===== config.mk =====
export PLATFORM = sky130hd
export DESIGN_NAME = struct_unpacker
export DESIGN_NICKNAME = d
export VERILOG_FILES = /design/src/rtl/struct_unpacker.sv
export SDC_FILE = /design/constraint.sdc
export NUM_CORES = 1
export LEC_CHECK = 0
export BUFFER_PORTS_ARGS = -buffer_cell sky130_fd_sc_hd__buf_2
export CORE_AREA = 4 4 62 64
export CTS_CLUSTER_DIAMETER = 50
export DETAILED_ROUTE_END_ITERATION = 8
export DIE_AREA = 0 0 66 68
export REMOVE_ABC_BUFFERS = 1
export SETUP_SLACK_MARGIN = 0.4
export SLEW_MARGIN = 20
export SYNTH_ARGS = -nofsm -noshare
export SYNTH_HDL_FRONTEND = slang
export SYNTH_SLANG_ARGS = --single-unit

===== constraint.sdc =====
create_clock -name clk -period 1.43 [get_ports clk]
set_input_delay 0.2145 -clock clk [delete_from_list [all_inputs] [get_ports clk]]
set_output_delay 0.2145 -clock clk [all_outputs]
set_load 0.02 [all_outputs]

===== src/rtl/struct_unpacker.sv =====
// Byte-stream to 16-bit record unpacker: first byte (in_sof=1) is field a, second is field b.
// Define STRUCT_UNPACKER_CHKSUM_EN to require a third byte equal to a ^ b per record (drives err_chk).

module struct_unpacker #(
  parameter int unsigned IDLE_MAX = 16
) (
  input  logic        clk,
  input  logic        rst_n,
  input  logic        in_valid,
  output logic        in_ready,
  input  logic [7:0]  in_data,
  input  logic        in_sof,
  output logic        out_valid,
  input  logic        out_ready,
  output logic [15:0] out_rec,
  output logic        err_sync,
  output logic        err_chk
);

  typedef struct packed {
    logic [7:0] a;
    logic [7:0] b;
  } rec_t;

  typedef enum logic [1:0] {
    ST_IDLE  = 2'd0,
    ST_GOT_A = 2'd1
`ifdef STRUCT_UNPACKER_CHKSUM_EN
    ,
    ST_GOT_B = 2'd2
`endif
  } state_e;

  localparam bit              TIMEOUT_EN = (IDLE_MAX > 0);
  localparam int unsigned     CNT_W      = (IDLE_MAX > 1) ? $clog2(IDLE_MAX) : 1;
  // Abort fires on the IDLE_MAX-th consecutive idle cycle, i.e. when the count already shows IDLE_MAX-1.
  localparam logic [CNT_W-1:0] CNT_LAST  = CNT_W'(TIMEOUT_EN ? IDLE_MAX - 1 : 0);

  state_e           state_q, state_d;
  logic [7:0]       a_q, a_d;
  rec_t             rec_q, rec_d;
  logic             out_valid_q, out_valid_d;
  logic             err_sync_q, err_sync_d;
  logic [CNT_W-1:0] idle_cnt_q, idle_cnt_d;
`ifdef STRUCT_UNPACKER_CHKSUM_EN
  logic [7:0]       b_q, b_d;
  logic             err_chk_q, err_chk_d;
`endif

  logic byte_acc;
  logic out_fire;
  logic complete;
  rec_t new_rec;

  // A new byte can always be taken unless a finished record is still waiting for the consumer.
  assign in_ready = !(out_valid_q && !out_ready);
  assign byte_acc = in_valid && in_ready;
  assign out_fire = out_valid_q && out_ready;

  always_comb begin
    // NOTE: every signal driven here gets a default first so no path can infer a latch.
    state_d     = state_q;
    a_d         = a_q;
    rec_d       = rec_q;
    out_valid_d = out_valid_q && !out_fire;
    err_sync_d  = 1'b0;
    idle_cnt_d  = idle_cnt_q;
    complete    = 1'b0;
    new_rec     = '{a: a_q, b: in_data};
`ifdef STRUCT_UNPACKER_CHKSUM_EN
    b_d         = b_q;
    err_chk_d   = 1'b0;
`endif

    case (state_q)
      ST_IDLE: begin
        if (byte_acc) begin
          if (in_sof) begin
            a_d     = in_data;
            state_d = ST_GOT_A;
          end else begin
            err_sync_d = 1'b1;
          end
        end
      end

      ST_GOT_A: begin
        if (byte_acc) begin
          if (in_sof) begin
            err_sync_d = 1'b1;
            a_d        = in_data;
          end else begin
`ifdef STRUCT_UNPACKER_CHKSUM_EN
            b_d     = in_data;
            state_d = ST_GOT_B;
`else
            complete = 1'b1;
            state_d  = ST_IDLE;
`endif
          end
        end
      end

`ifdef STRUCT_UNPACKER_CHKSUM_EN
      ST_GOT_B: begin
        if (byte_acc) begin
          if (in_sof) begin
            err_sync_d = 1'b1;
            a_d        = in_data;
            state_d    = ST_GOT_A;
          end else if (in_data == (a_q ^ b_q)) begin
            complete = 1'b1;
            new_rec  = '{a: a_q, b: b_q};
            state_d  = ST_IDLE;
          end else begin
            err_chk_d = 1'b1;
            state_d   = ST_IDLE;
          end
        end
      end
`endif

      default: state_d = ST_IDLE;
    endcase

    // An accepted byte always wins over a timeout landing on the same cycle.
    if (state_q == ST_IDLE || byte_acc) begin
      idle_cnt_d = '0;
    end else if (TIMEOUT_EN) begin
      if (idle_cnt_q == CNT_LAST) begin
        idle_cnt_d = '0;
        state_d    = ST_IDLE;
        err_sync_d = 1'b1;
      end else begin
        idle_cnt_d = idle_cnt_q + 1'b1;
      end
    end

    // Completion overrides a same-cycle drain so back-to-back records leave no bubble.
    if (complete) begin
      rec_d       = new_rec;
      out_valid_d = 1'b1;
    end
  end

  always_ff @(posedge clk) begin
    // NOTE: non-blocking assignments make every flop sample pre-edge values, independent of statement order.
    if (!rst_n) begin
      state_q     <= ST_IDLE;
      a_q         <= '0;
      rec_q       <= '0;
      out_valid_q <= 1'b0;
      err_sync_q  <= 1'b0;
      idle_cnt_q  <= '0;
`ifdef STRUCT_UNPACKER_CHKSUM_EN
      b_q         <= '0;
      err_chk_q   <= 1'b0;
`endif
    end else begin
      state_q     <= state_d;
      a_q         <= a_d;
      rec_q       <= rec_d;
      out_valid_q <= out_valid_d;
      err_sync_q  <= err_sync_d;
      idle_cnt_q  <= idle_cnt_d;
`ifdef STRUCT_UNPACKER_CHKSUM_EN
      b_q         <= b_d;
      err_chk_q   <= err_chk_d;
`endif
    end
  end

  assign out_valid = out_valid_q;
  assign out_rec   = rec_q;
  assign err_sync  = err_sync_q;
`ifdef STRUCT_UNPACKER_CHKSUM_EN
  assign err_chk   = err_chk_q;
`else
  assign err_chk   = 1'b0;
`endif

  // A stalled record must not change under the consumer.
  a_hold_stalled: assert property (@(posedge clk) disable iff (!rst_n)
    (out_valid_q && !out_ready) |=> (out_valid_q && $stable(rec_q)));

endmodule


==> results of run 1 <==
power breakdown:
part,switching (mW),internal (mW),total [mW]
logic,0.0502,0.0582,0.108
registers,0.0118,0.904,0.916
clock network,0.298,0.242,0.541
total,0.360,1.20,1.57
registers in the layout, summed over array words and instances, names as in the netlist:
register    cells
idle_cnt_q      4
err_sync        1
state_q         2
out_rec        16
out_valid       1
a_q             8
stage by stage:
stage	TNS [ns]	power (mW)	setup WS [ns]	instances	hold slack, ns
final	0	1.57	0.238	208	0.155
after global routing	0	1.64	0.177	208	0.147
after CTS	0	1.57	0.272	203	0.145
after floorplan	-0.650	0.982	-0.0384	108	0.342
after detailed placement	0	1.03	0.196	189	0.451
after global placement	0	1.03	0.251	189	0.430
synthesized netlist by cell type (2+ instances only):
cell and count:
xor2_1 2, a21boi_0 2, dfxtp_1 32, nor2_1 5
mux2i_1 24, inv_1 2, buf_6 3, clkbuf_1 3
nor2b_1 24, nand3_1 2
cell families after synthesis:
kind of cell / after synthesis / share of synthesized area [%]
compound gates: 7 / 4.56
other cells: 1 / 0.291
xor+xnor: 2 / 1.36
fa+ha+maj: 1 / 0.970
buf+inv: 10 / 6.21
simple gates: 38 / 18.3
mux: 24 / 18.6
flops: 32 / 49.7
worst paths after layout:
| kind | startpoint | end | slack, ns | cells past startpoint |
|---|---|---|---|---|
| worst min-delay path | in_data[2] | a_q[2] | 0.16 | 3 |
| worst max-delay path | state_q[1] | out_rec[14] | 0.24 | 5 |
| worst min register to register | state_q[1] | state_q[0] | 0.49 | 1 |
| worst max register to register | state_q[1] | out_rec[14] | 0.24 | 5 |
per-layer routing:
metal  share of wire (%)  wire length, um  up-vias  track usage [%]
met3                 5.9              154        7             4.43
li1                    -                -      482                -
met5                   0                0        -                0
met4                 2.5               66        0             8.38
met1                  44             1170      435             14.0
met2                  47             1240       24             19.9
area by class of cell:
cell class | instances | area [sq um]
fill | 291 | 1420
tap | 46 | 57.6
timing repair buffer | 46 | 438
inverter | 2 | 7.51
clock buffer | 8 | 58.8
sequential | 32 | 671
multi-input combinational | 74 | 634
what timing repair did:
| action | CTS | global route |
|---|---|---|
| buffers inserted | 6 | 3 |
| pin swaps | 1 | 5 |
| cloned | 0 | 2 |
| endpoints found under the setup margin | 48 | 46 |
| gates resized for setup | 56 | 20 |
| hold buffers | 0 | 0 |
worst max-delay path: cells and delay by family (launching register included):
family,cells,cell delay [ns]
buffers and inverters,1,0.19
DFF,1,0.38
muxes,1,0.17
and+or+nand+nor,3,0.33
==> impl_metrics.py, run 1 <==
metrics = {
    "outcome": {
        "status": "finished clean",
    },
    "layout": {
        "nets": 175,
        "layout_common_cells": "nor2b_1 (24), mux2i_1 (23), dfxtp_2 (21)",
        "post-route-cell-area_sq_mm": 0.00187,
        "drive_above_1_share_pct": 52.5,
        "finish.utilization_pct": 56.8,
        "antennaDiodeCount": 0,
        "layout_commonest_cell": "nor2b_1",
        "area_growth_pct": 44.7,
    },
    "clock_network": {
        "cts.sinks": 32,
        "clk_path_buf_depth": 2,
        "clk_pin_slew_ns": 0.10,
        "cts_tree": "yes",
        "clock_latency_ns": 0.34,
        "h-tree-depth": 2,
        "cts_buffers": 5,
        "cts_root_buffer": "clkbuf_4",
    },
    "sta": {
        "finalSetupViolations": 0,
        "fin_crit_ns": 1.19,
        "clock_skew_ns": 0.0100,
        "finalCritPeriodShare_pct": 83.3,
        "fmax_mhz": 839,
        "rsz0062_at_grt": "true",
        "report.final.slew_viol_count": 0,
        "hold_viol": 0,
    },
    "logic_synthesis": {
        "syn_avg_cell_area_sq_um": 11.2,
        "ys.flop_type": "dfxtp_1",
        "synthCells": 115,
        "async_flop_share_pct": 0,
        "synth_largest_area_cell": "dfxtp_1",
        "yosysSeqAreaShare_pct": 49.7,
        "synth_edf_count": 0,
        "ys_seq_elements": 32,
        "syn-cell-area_sq_mm": 0.00129,
        "yosysUniqueCellTypes": 26,
        "ys_top_cells_by_area": "dfxtp_1 (50%), mux2i_1 (19%), nor2b_1 (12%), buf_6 (2.6%), buf_12 (1.6%)",
        "synth_top_area_share_pct": 49.7,
        "synth_warnings": 0,
    },
    "worst_setup_path": {
        "startpoint_type": "register",
        "critPathRequiredTime_ns": 1.66,
        "cp_slowest_cell": "dfxtp_4",
        "cp_max_fo": 6,
        "max_stage_delay_ns": 0.38,
        "cp.arrival_ns": 1.42,
        "end_kind": "register",
        "path_class": "register to register",
        "cp_cell_sequence": "nor2_4 -> nand4_4 -> buf_12 -> mux2i_2 -> nor2b_1",
    },
    "floorplanning": {
        "core_sq_mm": 0.00328,
        "die-area_sq_mm": 0.00449,
        "rows": 21,
        "ios": 33,
        "die_h_um": 68,
        "start_util_pct": 39.3,
        "die_w_um": 66,
    },
    "placement": {
        "place_area_sq_mm": 0.00148,
        "portBuffers": 31,
        "place_hpwl_um": 1640,
        "gp_congestion": 0.775,
    },
    "route": {
        "wirelength_um": 2630,
        "wire_per_inst_um": 12.6,
        "viasPerCell": 4.56,
        "firstDrtPassIters": 3,
        "drtAntennaViolNets": 0,
        "route.detailed.drc": 0,
        "initialDrtViolationCount": 42,
        "via_count": 948,
    },
    "grt": {
        "grt_pass1_wl_um": 4080,
        "antenna_found_initial": 0,
        "grt_pass1_vias": 930,
        "gr-total-overflow": 0,
        "grt_max_degree": 18,
        "track_usage_pct": 12.5,
    },
    "hold_path": {
        "hold_class": "input port to register",
    },
    "flow_run": {
        "cap_violations": 0,
    },
    "power": {
        "powerDensity_mw_per_mm2": 838,
        "leakagePower_nw": 0.897,
        "ir_worst_vdd_mv": 0.641,
    },
}
No activity file was read; power rests on OpenSTA's default activity.
==> run 2, diff against run 1 <==
Clock period 1.43 ns to 1.1 ns, I/O delays scaled along.
==> impl_metrics.py, run 2 (same netlist as run 1, synthesis figures left out) <==
metrics = {
    "floorplanning": {
        "die_h_um": 68,
        "die_w_um": 66,
        "start_util_pct": 39.3,
        "die-area_sq_mm": 0.00449,
        "core_sq_mm": 0.00328,
        "ios": 33,
        "rows": 21,
    },
    "layout": {
        "nFillCells": 286,
        "finish.utilization_pct": 58.0,
        "stdcell_count": 210,
        "antennaDiodeCount": 0,
        "post-route-cell-area_sq_mm": 0.00191,
        "largest_reg_flops": 16,
        "drive_above_1_share_pct": 54.3,
        "layout_common_cells": "nor2b_1 (24), mux2i_1 (23), dfxtp_2 (20), buf_6 (20), buf_2 (13)",
        "layout_commonest_cell": "nor2b_1",
        "nets": 177,
        "area_growth_pct": 47.7,
    },
    "power": {
        "ir_worst_vdd_mv": 0.710,
        "finalPower_mw": 2.35,
        "leakagePower_nw": 0.921,
        "powerDensity_mw_per_mm2": 1230,
    },
    "grt": {
        "grt_pass1_vias": 989,
        "grt_pass1_wl_um": 4280,
        "globalRoute.busiestLayer": "met2",
        "gr-total-overflow": 0,
        "grt.met1_usage_pct": 14.1,
        "gr-usage-met2_pct": 21.4,
        "grt_max_degree": 22,
        "grtUsageMet3_pct": 4.60,
        "antenna_found_initial": 0,
        "track_usage_pct": 12.8,
    },
    "route": {
        "via_count": 959,
        "route.detailed.drc": 0,
        "wire_per_inst_um": 12.7,
        "drtAntennaViolNets": 0,
        "firstDrtPassIters": 2,
        "initialDrtViolationCount": 46,
        "viasPerCell": 4.57,
        "wirelength_um": 2660,
    },
    "clock_network": {
        "clk_path_buf_depth": 2,
        "clock_latency_ns": 0.33,
        "cts_root_buffer": "clkbuf_4",
        "cts_buffers": 5,
        "hold_buffers": 0,
        "clk_pin_slew_ns": 0.10,
        "cts.sinks": 32,
        "h-tree-depth": 2,
        "cts_tree": "yes",
    },
    "worst_setup_path": {
        "startpoint_type": "register",
        "cp_max_fo": 8,
        "regToRegStartpoint": "out_valid",
        "cp_slowest_cell": "dfxtp_2",
        "rr_endpoint": "a_q[4]",
        "path_class": "register to register",
        "r2r_cells": 5,
        "max_stage_delay_ns": 0.35,
        "critPathRequiredTime_ns": 1.33,
        "cp.arrival_ns": 1.37,
        "end_kind": "register",
        "worst-r2r-setup-slack_ns": -0.04,
        "cp_cell_sequence": "nand2b_4 -> nand4_1 -> buf_12 -> mux2i_1 -> nor2b_1",
    },
    "hold_path": {
        "hold_end": "a_q[3]",
        "hold_class": "input port to register",
        "holdPathStages": 3,
        "hp-start": "in_data[3]",
    },
    "sta": {
        "fin_crit_ns": 1.14,
        "layout_setup_ws_ns": -0.0404,
        "report.final.slew_viol_count": 0,
        "clock_skew_ns": 0.00416,
        "finalCritPeriodShare_pct": 104,
        "fmax_mhz": 877,
        "hold_viol": 0,
        "finalSetupViolations": 19,
        "final.setup.tns_ns": -0.209,
        "rsz0062_at_grt": "true",
        "timing.hold.ws_ns": 0.101,
    },
    "outcome": {
        "status": "complete, but fails checks",
        "violations": "negative setup slack",
    },
    "placement": {
        "dp.cells": 194,
        "place_ws_ns": -0.114,
        "portBuffers": 31,
        "place_hpwl_um": 1740,
        "place_area_sq_mm": 0.00153,
        "gp_congestion": 0.749,
    },
    "flow_run": {
        "cap_violations": 0,
    },
}
## run 2: cell types whose count changed in the layout (fill, tap and decap cells not counted), sizes merged
| cell | previous run | this run |
|---|---|---|
| buf | 44 | 47 |
| clkbuf | 10 | 8 |
| bufinv | 0 | 1 |
## run 2: final cells by class
| class | instances | area [sq um] | area share [%] |
|---|---|---|---|
| tap | 46 | 57.6 | 3.02 |
| multi-input combinational | 74 | 631 | 33.1 |
| inverter | 2 | 7.51 | 0.394 |
| sequential | 32 | 669 | 35.1 |
| clock buffer | 7 | 65.1 | 3.41 |
| clock inverter | 1 | 30.0 | 1.58 |
| timing repair buffer | 48 | 445 | 23.4 |
## run 2: worst max path at each step
stage,cells after the start,startpoint,to,slack (ns)
floorplan,4,out_valid,out_rec[0],-0.37
global placement,5,out_valid,out_rec[12],-0.05
detailed placement,5,idle_cnt_q[0],err_sync,-0.11
CTS,5,out_valid,a_q[4],-0.04
global route,5,state_q[1],out_rec[0],-0.1
finish,5,out_valid,a_q[4],-0.04
## run 2: per-layer routing
metal	part of all wire [%]	up-vias
met1	46	446
met2	48	24
met3	4.3	7
li1	-	482
met4	1.8	0
met5	0	-
## run 2: worst max-delay path: cells and delay by family, from the launching register on
family / cells / cell delay (ns)
DFF: 1 / 0.35
and+or+nand+nor: 3 / 0.32
buffers and inverters: 1 / 0.20
muxes: 1 / 0.16
## run 2: timing repair
item	in CTS	in global routing
pin swaps	4	2
cloned	0	1
resized for setup	65	8
setup endpoints to repair	50	50
setup buffers	6	1
## run 2: power by group
| group | switching, mW | total [mW] | internal, mW |
|---|---|---|---|
| clock | 0.407 | 1.01 | 0.603 |
| combinational | 0.0714 | 0.152 | 0.0802 |
| sequential | 0.0130 | 1.19 | 1.18 |
==> run 3, diff against run 2 <==
--- a/config.mk
+++ b/config.mk
@@ -12,2 +12,3 @@
 export DIE_AREA = 0 0 66 68
+export RECOVER_POWER = 100
 export REMOVE_ABC_BUFFERS = 1
==> constraint.sdc (replaced) <==
create_clock -name clk -period 1.1 [get_ports clk]
set_input_delay 0.11 -clock clk [delete_from_list [all_inputs] [get_ports clk]]
set_output_delay 0.11 -clock clk [all_outputs]
set_load 0.05 [all_outputs]
==> impl_metrics.py, run 3 (same netlist as run 1, synthesis figures left out) <==
metrics = {
    "clock_network": {
        "hold_buffers": 0,
        "clk_pin_slew_ns": 0.10,
        "h-tree-depth": 2,
        "clk_path_buf_depth": 2,
        "cts.sinks": 32,
        "cts_buffers": 5,
        "cts_tree": "yes",
        "clock_latency_ns": 0.32,
        "cts_root_buffer": "clkbuf_4",
    },
    "grt": {
        "grt_max_degree": 13,
        "grt_pass1_vias": 996,
        "gr-total-overflow": 0,
        "antenna_found_initial": 0,
        "track_usage_pct": 13.0,
        "grt_pass1_wl_um": 4310,
    },
    "worst_setup_path": {
        "max_stage_delay_ns": 0.35,
        "cp_num_buf_inv": 0,
        "cp_cell_sequence": "ha_4 -> nand3_4 -> a21o_2 -> nor2_1 -> o31a_1",
        "critPathRequiredTime_ns": 1.32,
        "critPathTopFamily": "compound AO/OA/AOI/OAI gates",
        "startpoint_type": "register",
        "end_kind": "register",
        "cp_max_fo": 3,
        "cp_slowest_cell": "dfxtp_2",
        "path_class": "register to register",
        "cp.arrival_ns": 1.38,
    },
    "layout": {
        "largest_reg_flops": 16,
        "multi_input_area_sq_um": 638,
        "antennaDiodeCount": 0,
        "nFillCells": 287,
        "regArea_sq_um": 649,
        "post-route-cell-area_sq_mm": 0.00190,
        "layout_common_cells": "dfxtp_1 (25), mux2i_1 (24), nor2b_1 (24)",
        "drive_above_1_share_pct": 45.4,
        "area_growth_pct": 47.2,
        "layout_commonest_cell": "dfxtp_1",
        "stdcell_count": 209,
        "nets": 176,
    },
    "placement": {
        "gp_congestion": 0.737,
        "place_hpwl_um": 1820,
        "dp.cells": 195,
        "place_area_sq_mm": 0.00155,
        "portBuffers": 31,
    },
    "power": {
        "ir_worst_vdd_mv": 0.828,
        "powerDensity_mw_per_mm2": 1170,
        "finalPower_mw": 2.23,
        "leakagePower_nw": 0.910,
    },
    "route": {
        "firstDrtPassIters": 4,
        "initialDrtViolationCount": 52,
        "viasPerCell": 4.62,
        "drtAntennaViolNets": 0,
        "wire_per_inst_um": 12.6,
        "via_count": 965,
        "route.detailed.drc": 0,
        "wirelength_um": 2640,
    },
    "sta": {
        "clock_skew_ns": 0.0107,
        "fmax_mhz": 863,
        "fin_crit_ns": 1.16,
        "rsz0062_at_grt": "true",
        "final.setup.tns_ns": -0.288,
        "report.final.slew_viol_count": 0,
        "hold_viol": 0,
        "finalCritPeriodShare_pct": 105,
        "layout_setup_ws_ns": -0.0592,
        "finalSetupViolations": 17,
    },
    "floorplanning": {
        "die-area_sq_mm": 0.00449,
        "die_h_um": 68,
        "core_sq_mm": 0.00328,
        "ios": 33,
        "die_w_um": 66,
        "rows": 21,
        "start_util_pct": 39.3,
    },
    "flow_run": {
        "cap_violations": 0,
    },
    "hold_path": {
        "hold_class": "input port to register",
    },
    "outcome": {
        "violations": "negative setup slack",
        "status": "complete, but fails checks",
    },
}
## run 3: cell count changes in the layout (fill, tap and decap cells not counted), sizes merged
cell	delta
buf	-3
clkinv	+1
clkbuf	+1
## run 3: routing by layer
metal	global-route usage, %	share of wire (%)
met5	0	0
met4	6.35	1.7
met3	4.93	6.2
met2	22.8	50
met1	13.8	42
## run 3: per-stage QoR
stage	util [%]	hold WS, ns	setup slack (ns)
6_report	57.8	0.0537	-0.0592
4_1_cts	57.1	0.0411	-0.0338
3_5_place_dp	47.1	0.389	-0.137
2_1_floorplan	-	0.238	-0.699
3_3_place_gp	47.1	0.376	-0.0422
5_1_grt	57.8	0.0312	-0.118
## run 3: layout make-up
type | count | share of cell area, %
tap | 46 | 3.03
sequential | 32 | 34.2
multi-input combinational | 74 | 33.6
timing repair buffer | 47 | 24.8
clock inverter | 2 | 1.84
clock buffer | 6 | 2.17
inverter | 2 | 0.395
## run 3: report_power, final
part	internal (mW)	switching, mW
Sequential	1.18	0.0125
Combinational	0.0858	0.0847
Clock	0.476	0.393
Total	1.74	0.490
## run 3: timing repair
item | in CTS | in global routing
gates resized for setup | 79 | 10
pin swaps | 5 | 4
setup endpoints to repair | 50 | 50
buffers inserted | 4 | 2
## run 3: tightest hold or removal path, stage by stage
cell and delay [ns]:
buf_2 0.09, mux2i_1 0.06, nor2b_1 0.09
## run 3: final timing paths
path | startpoint | to | slack (ns) | cells after the start
max | idle_cnt_q[0] | err_sync | -0.06 | 5
min | in_data[6] | a_q[6] | 0.05 | 3
max reg2reg | idle_cnt_q[0] | err_sync | -0.06 | 5
min reg2reg | out_rec[14] | out_rec[14] | 0.52 | 2
